$ cat config.mk
export PLATFORM = sky130hd
export DESIGN_NAME = sound_mailbox
export DESIGN_NICKNAME = d
export VERILOG_FILES = /design/src/rtl/sound_pkg.sv /design/src/rtl/sound_mailbox_fifo.sv /design/src/rtl/sound_mailbox.sv
export SDC_FILE = /design/constraint.sdc
export NUM_CORES = 1
export LEC_CHECK = 0
export ABC_AREA = 1
export CAP_MARGIN = 20
export CORE_MARGIN = 2
export CORE_UTILIZATION = 57
export DETAILED_ROUTE_END_ITERATION = 6
export MAX_ROUTING_LAYER = met4
export PLACE_DENSITY_LB_ADDON = 0.12
export SLEW_MARGIN = 20
export SYNTH_ARGS = -nofsm -noshare
export SYNTH_HDL_FRONTEND = slang
export SYNTH_SLANG_ARGS = --single-unit
$ cat constraint.sdc
create_clock -name clk_sys -period 3 [get_ports clk_sys]
set_clock_uncertainty 0.05 [all_clocks]
set_input_delay 0.3 -clock clk_sys [delete_from_list [all_inputs] [get_ports clk_sys]]
set_output_delay 0.3 -clock clk_sys [all_outputs]
set_load 0.1 [all_outputs]
$ cat src/rtl/sound_pkg.sv
// Shared definitions for the sound-CPU mailbox: counter width helper and the
// per-direction status record kept by each FIFO.
package sound_pkg;

    // Widest occupancy counter needed: DEPTH is at most 64, so 0..64 needs 7 bits.
    localparam int CNT_MAX_W = 7;

    // Occupancy counter width for a FIFO of the given depth (counts 0..depth).
    function automatic int cnt_w(input int depth);
        return $clog2(depth) + 1;
    endfunction

    // Registered status of one mailbox direction. The count field is sized for
    // the largest legal depth; a FIFO only ever reaches values up to its own DEPTH.
    typedef struct packed {
        logic                 rdy;
        logic                 full;
        logic                 ovf;
        logic [CNT_MAX_W-1:0] count;
    } mbox_stat_t;

endpackage

$ cat src/rtl/sound_mailbox_fifo.sv
// One direction of the sound mailbox: a show-ahead FIFO with sticky overflow,
// optional latch-style overwrite when full, and a held last-popped value so
// the read port keeps its previous data while empty.
module mailbox_fifo
    import sound_pkg::*;
#(
    parameter int WIDTH     = 8,
    parameter int DEPTH     = 4,
    parameter int OVERWRITE = 0
) (
    input  logic                      clk_sys,
    input  logic                      clr_i,
    input  logic                      wr_i,
    input  logic [WIDTH-1:0]          din_i,
    input  logic                      rd_i,
    output logic [WIDTH-1:0]          dout_o,
    output logic                      rdy_o,
    output logic                      ovf_o,
    output logic [cnt_w(DEPTH)-1:0]   count_o
);

    localparam int CW = cnt_w(DEPTH);
    // A depth-1 FIFO still gets a 1-bit pointer; it simply never leaves 0.
    localparam int PW = (DEPTH > 1) ? $clog2(DEPTH) : 1;
    localparam logic [PW-1:0]        LAST_C  = PW'(DEPTH - 1);
    localparam logic [CNT_MAX_W-1:0] DEPTH_C = CNT_MAX_W'(DEPTH);

    logic [WIDTH-1:0] mem_q [DEPTH];
    logic [PW-1:0]    wptr_q, wptr_d;
    logic [PW-1:0]    rptr_q, rptr_d;
    logic [PW-1:0]    wprev;
    logic [WIDTH-1:0] last_q, last_d;
    mbox_stat_t       stat_q, stat_d;
    logic             do_pop, do_push, lost, do_ovw;

    // Pointers wrap modulo DEPTH, which need not fill the pointer's bit range.
    function automatic logic [PW-1:0] ptr_inc(input logic [PW-1:0] p);
        return (p == LAST_C) ? '0 : p + 1'b1;
    endfunction

    // Next-state: decide which of push/pop take effect and derive status.
    always_comb begin
        // A pop frees a slot first, so a push alongside a pop on a full FIFO fits.
        do_pop  = rd_i && stat_q.rdy;
        do_push = wr_i && (!stat_q.full || do_pop);
        lost    = wr_i && stat_q.full && !do_pop;
        do_ovw  = lost && (OVERWRITE != 0);
        wprev   = (wptr_q == '0) ? LAST_C : wptr_q - 1'b1;

        wptr_d  = do_push ? ptr_inc(wptr_q) : wptr_q;
        rptr_d  = do_pop  ? ptr_inc(rptr_q) : rptr_q;
        last_d  = do_pop  ? mem_q[rptr_q]   : last_q;

        stat_d = stat_q;
        unique case ({do_push, do_pop})
            2'b10:   stat_d.count = stat_q.count + 1'b1;
            2'b01:   stat_d.count = stat_q.count - 1'b1;
            default: stat_d.count = stat_q.count;
        endcase
        stat_d.rdy  = (stat_d.count != '0);
        stat_d.full = (stat_d.count == DEPTH_C);
        stat_d.ovf  = stat_q.ovf | lost;
    end

    // Control state: pointers, status and held read value; clear wins over traffic.
    always_ff @(posedge clk_sys) begin
        if (clr_i) begin
            wptr_q <= '0;
            rptr_q <= '0;
            last_q <= '0;
            stat_q <= '0;
        end else begin
            wptr_q <= wptr_d;
            rptr_q <= rptr_d;
            last_q <= last_d;
            stat_q <= stat_d;
        end
    end

    // Storage: normal pushes append; an overwrite replaces the newest entry.
    always_ff @(posedge clk_sys) begin
        if (!clr_i) begin
            if (do_push) begin
                mem_q[wptr_q] <= din_i;
            end else if (do_ovw) begin
                mem_q[wprev] <= din_i;
            end
        end
    end

    // While empty the read port keeps showing the last value popped.
    assign dout_o  = stat_q.rdy ? mem_q[rptr_q] : last_q;
    assign rdy_o   = stat_q.rdy;
    assign ovf_o   = stat_q.ovf;
    assign count_o = stat_q.count[CW-1:0];

endmodule

$ cat src/rtl/sound_mailbox.sv
// Bidirectional command/reply mailbox between the main CPU and the V35 sound
// CPU. Two independent FIFOs; this level only fans out flush, derives the
// sound interrupt and full flag, and maps the ports.
module sound_mailbox
    import sound_pkg::*;
#(
    parameter int WIDTH     = 8,
    parameter int DEPTH     = 4,
    parameter int OVERWRITE = 0
) (
    input  logic                      clk_sys,
    input  logic                      reset,
    input  logic                      flush,
    // main CPU side
    input  logic                      main_wr,
    input  logic [WIDTH-1:0]          main_din,
    input  logic                      main_rd,
    output logic [WIDTH-1:0]          main_dout,
    output logic                      main_rdy,
    output logic                      main_full,
    output logic                      main_ovf,
    output logic [cnt_w(DEPTH)-1:0]   main_count,
    // sound CPU side
    input  logic                      snd_wr,
    input  logic [WIDTH-1:0]          snd_din,
    input  logic                      snd_rd,
    output logic [WIDTH-1:0]          snd_dout,
    output logic                      snd_rdy,
    output logic                      snd_irq_n,
    output logic                      snd_ovf,
    output logic [cnt_w(DEPTH)-1:0]   snd_count
);

    localparam int CW = cnt_w(DEPTH);

    logic clr;

    // Flush behaves exactly like reset for both directions.
    assign clr = reset | flush;

    // main -> sound direction: written by the main CPU, read by the V35.
    mailbox_fifo #(
        .WIDTH     (WIDTH),
        .DEPTH     (DEPTH),
        .OVERWRITE (OVERWRITE)
    ) u_m2s (
        .clk_sys (clk_sys),
        .clr_i   (clr),
        .wr_i    (main_wr),
        .din_i   (main_din),
        .rd_i    (snd_rd),
        .dout_o  (snd_dout),
        .rdy_o   (snd_rdy),
        .ovf_o   (main_ovf),
        .count_o (snd_count)
    );

    // sound -> main direction: written by the V35, read by the main CPU.
    mailbox_fifo #(
        .WIDTH     (WIDTH),
        .DEPTH     (DEPTH),
        .OVERWRITE (OVERWRITE)
    ) u_s2m (
        .clk_sys (clk_sys),
        .clr_i   (clr),
        .wr_i    (snd_wr),
        .din_i   (snd_din),
        .rd_i    (main_rd),
        .dout_o  (main_dout),
        .rdy_o   (main_rdy),
        .ovf_o   (snd_ovf),
        .count_o (main_count)
    );

    // The main CPU only needs to know when its outgoing queue is full.
    assign main_full = (snd_count == CW'(DEPTH));

    // snd_rdy is a flop loaded from the post-edge count, so the inverted
    // interrupt is glitch-free and falls in the same cycle rdy rises.
    assign snd_irq_n = ~snd_rdy;

endmodule
==> impl_metrics.tcl <==
set metrics [dict create \
    status "finished clean" \
    synth_area_mm2 0.00518 \
    cts_root_buf "clkbuf_8" \
    crit_required_ps 2650 \
    grt_pass1_vias 3623 \
    layout_commonest_cell "nand2_1" \
    floorplan.rows 34 \
    finalMaxSlewViolations 0 \
    rsz0062_at_grt "false" \
    tritoncts "done" \
    critical_path.cell_chain "inv_1 > nand2_1 > a32o_1 > o21ai_0 > buf_4" \
    drt_drc_violations_left 0 \
    placed_cells 709 \
    yosysWarnings 0 \
    cts_setup_buffers 0 \
    utilization_pct 67.8 \
    holdWs_ps 455 \
    multi_input_area_mm2 0.00198 \
    antenna_cells 0 \
    synth_cells 562 \
    clk_path_buf_depth 2 \
    min_period_over_period_pct 91.0 \
    ios 51 \
    drive_gt1_share_pct 16.4 \
    grt_usage_pct 22.5 \
    core_mm2 0.00876 \
    synth-seq-cells 112 \
    routed-via-count 3931 \
    die_w_um 99.4 \
    cp_max_fo 17 \
    startpoint_type "flop" \
    ctsHoldBuffers 0 \
    cts_made_buffers 9 \
    finalSetupViolations 0 \
    syn_nets 601 \
    die_y_um 99.4 \
    worst-endpoint-arrival_ps 2380 \
    vias_per_cell 5.42 \
    start_util_pct 59.1 \
    syn_to_final_growth_pct 14.6 \
    drt_first_iter_violations 197 \
    final-seq-area_mm2 0.00289 \
    post_cts_resized 0 \
    grt_pass1_wl_mm 17.0 \
    clk_latency_ps 370 \
    hold_violations 0 \
    endpoint_kind "output pin" \
    nFillCells 712 \
    ant_nets 0 \
    tightest_slew_ps 657 \
    finalSetupTns_ps 0 \
    antenna_found_initial 0 \
    grt_max_degree 26 \
    power.density_mw_per_mm2 503 \
    routedWlPerCell_um 14.2 \
    dp_hpwl_mm 7.29 \
    fin_crit_ps 2730 \
    p_leak_nw 2.52 \
    synth.distinct_cells 30 \
    syn_avg_cell_area_um2 9.22 \
    max_freq_ghz 0.366 \
    grt_overflow 0 \
    cts.sinks 112 \
    dp_slack_ps 103 \
    nets 651 \
    crit_slowest_cell "dfxtp_1" \
    maxCapViolations 0 \
    crit_path_max_incr_delay_ps 530 \
    dr.pass1.iters 5 \
    globalplace.congestion 0.906 \
    numPortBuffers 50 \
    slew_headroom_pct 56.2 \
    layout_common_cells "nand2_1 (133), edfxtp_1 (64), inv_1 (52)" \
    critPathKind "flop to output pin" \
    setup_ws_ps 271 \
    drt-total-wl_mm 10.3 \
    die-area_mm2 0.00987 \
    worst_ir_drop_vdd_mv 0.320 \
    cts.reportedPaths.clkPinSlew_ps 100 \
    hold_path.class "flop to flop" \
    cts_max_level 3 \
    final_cells 725 \
    seq_area_frac_synth_pct 55.6 \
]
[state kept, by name, indices dropped and copies added (netlist names), named ones only]
name           flops
u_s2m.wptr_q       2
u_m2s.ovf_o        1
u_m2s.last_q       8
u_s2m.count_o      3
u_s2m.last_q       8
u_m2s.mem_q       32
u_m2s.rdy_o        1
u_s2m.mem_q       32
u_s2m.stat_q       5
u_s2m.ovf_o        1
u_s2m.rptr_q       2
u_m2s.count_o      3
u_m2s.stat_q       5
u_m2s.wptr_q       2
u_m2s.rptr_q       2
u_s2m.rdy_o        1
[worst max-delay path: cells and delay by family (launching register included)]
kind	cells	cell delay, ps
buf+inv	2	840
simple gates	1	110
compound gates	2	540
flops	1	530
[final timing paths]
| path | end | slack [ps] | depth (start not counted) | startpoint |
|---|---|---|---|---|
| max | main_dout[2] | 270 | 5 | flop |
| min | u_m2s.ovf_o | 460 | 2 | u_m2s.ovf_o |
| max reg2reg | u_s2m.rdy_o | 460 | 19 | u_s2m.rdy_o |
| min reg2reg | u_m2s.ovf_o | 460 | 2 | u_m2s.ovf_o |
[layer usage]
layer	vias to the layer above	GRT usage (%)	wire (um)
met5	-	-	0
met4	0	7.27	151
met3	10	3.72	409
met2	88	35.0	4990
met1	1842	30.3	4710
li1	1991	-	-
[metrics by stage]
stage | cell area, um^2 | total power, mW
floorplan | 5220 | 2.06
global placement | 5760 | 2.18
detailed placement | 5760 | 2.18
CTS | 5940 | 3.00
global route | 5940 | 3.10
finish | 5940 | 2.99
[cells by family (layout without fill, tap and decap cells)]
kind of cell               count (synthesis)  in the layout  synth area share (%)
AOI/OAI and AO/OA                        110            110                  12.5
xor gates and xnor gates                   6              6                  1.01
adders and majority gates                 16             16                  3.86
buffers and inverters                     82            137                  6.86
DFF                                      112            112                  55.6
and+or+nand+nor                          236            236                  20.2
[power by group]
group / switching (mW) / total (mW) / internal, mW
Combinational: 0.350 / 0.480 / 0.129
Clock: 0.521 / 0.836 / 0.315
Sequential: 0.0214 / 1.67 / 1.65
Total: 0.893 / 2.99 / 2.09
[final cells by class]
class                      count  share of cell area, %
inverter                      56                   3.62
multi-input combinational    368                   33.4
sequential                   112                   48.6
clock inverter                 6                  0.843
clock buffer                  10                   2.15
timing repair buffer          65                   9.14
tap                          108                   2.28
[cell usage after synthesis]
| library cell | n | area share [%] |
|---|---|---|
| o21ai_2 | 2 | 0.34 |
| buf_4 | 6 | 0.87 |
| a21oi_1 | 48 | 4.6 |
| buf_6 | 2 | 0.43 |
| nand2_2 | 11 | 1.3 |
| dfxtp_1 | 48 | 19 |
| buf_1 | 3 | 0.22 |
| xnor2_1 | 4 | 0.68 |
| nand3_2 | 5 | 0.97 |
| nor3_1 | 3 | 0.29 |
| a31oi_1 | 2 | 0.24 |
| clkbuf_1 | 11 | 0.80 |
| edfxtp_1 | 64 | 37 |
| a21boi_0 | 2 | 0.29 |
| nor3_2 | 2 | 0.39 |
| inv_1 | 52 | 3.8 |
| nor2_1 | 47 | 3.4 |
| o21ai_0 | 40 | 3.9 |
| nor2_2 | 2 | 0.24 |
| inv_4 | 2 | 0.24 |
| nand3_1 | 23 | 2.2 |
| nand2_1 | 133 | 9.6 |
| xor2_1 | 2 | 0.34 |
| nand4_2 | 1 | 0.24 |
| ha_1 | 16 | 3.9 |
| buf_2 | 4 | 0.39 |
| nand4_1 | 5 | 0.60 |
| nor2_4 | 4 | 0.87 |
| inv_2 | 2 | 0.14 |
| a32o_1 | 16 | 3.1 |
Power figures use the tool's default switching activity.
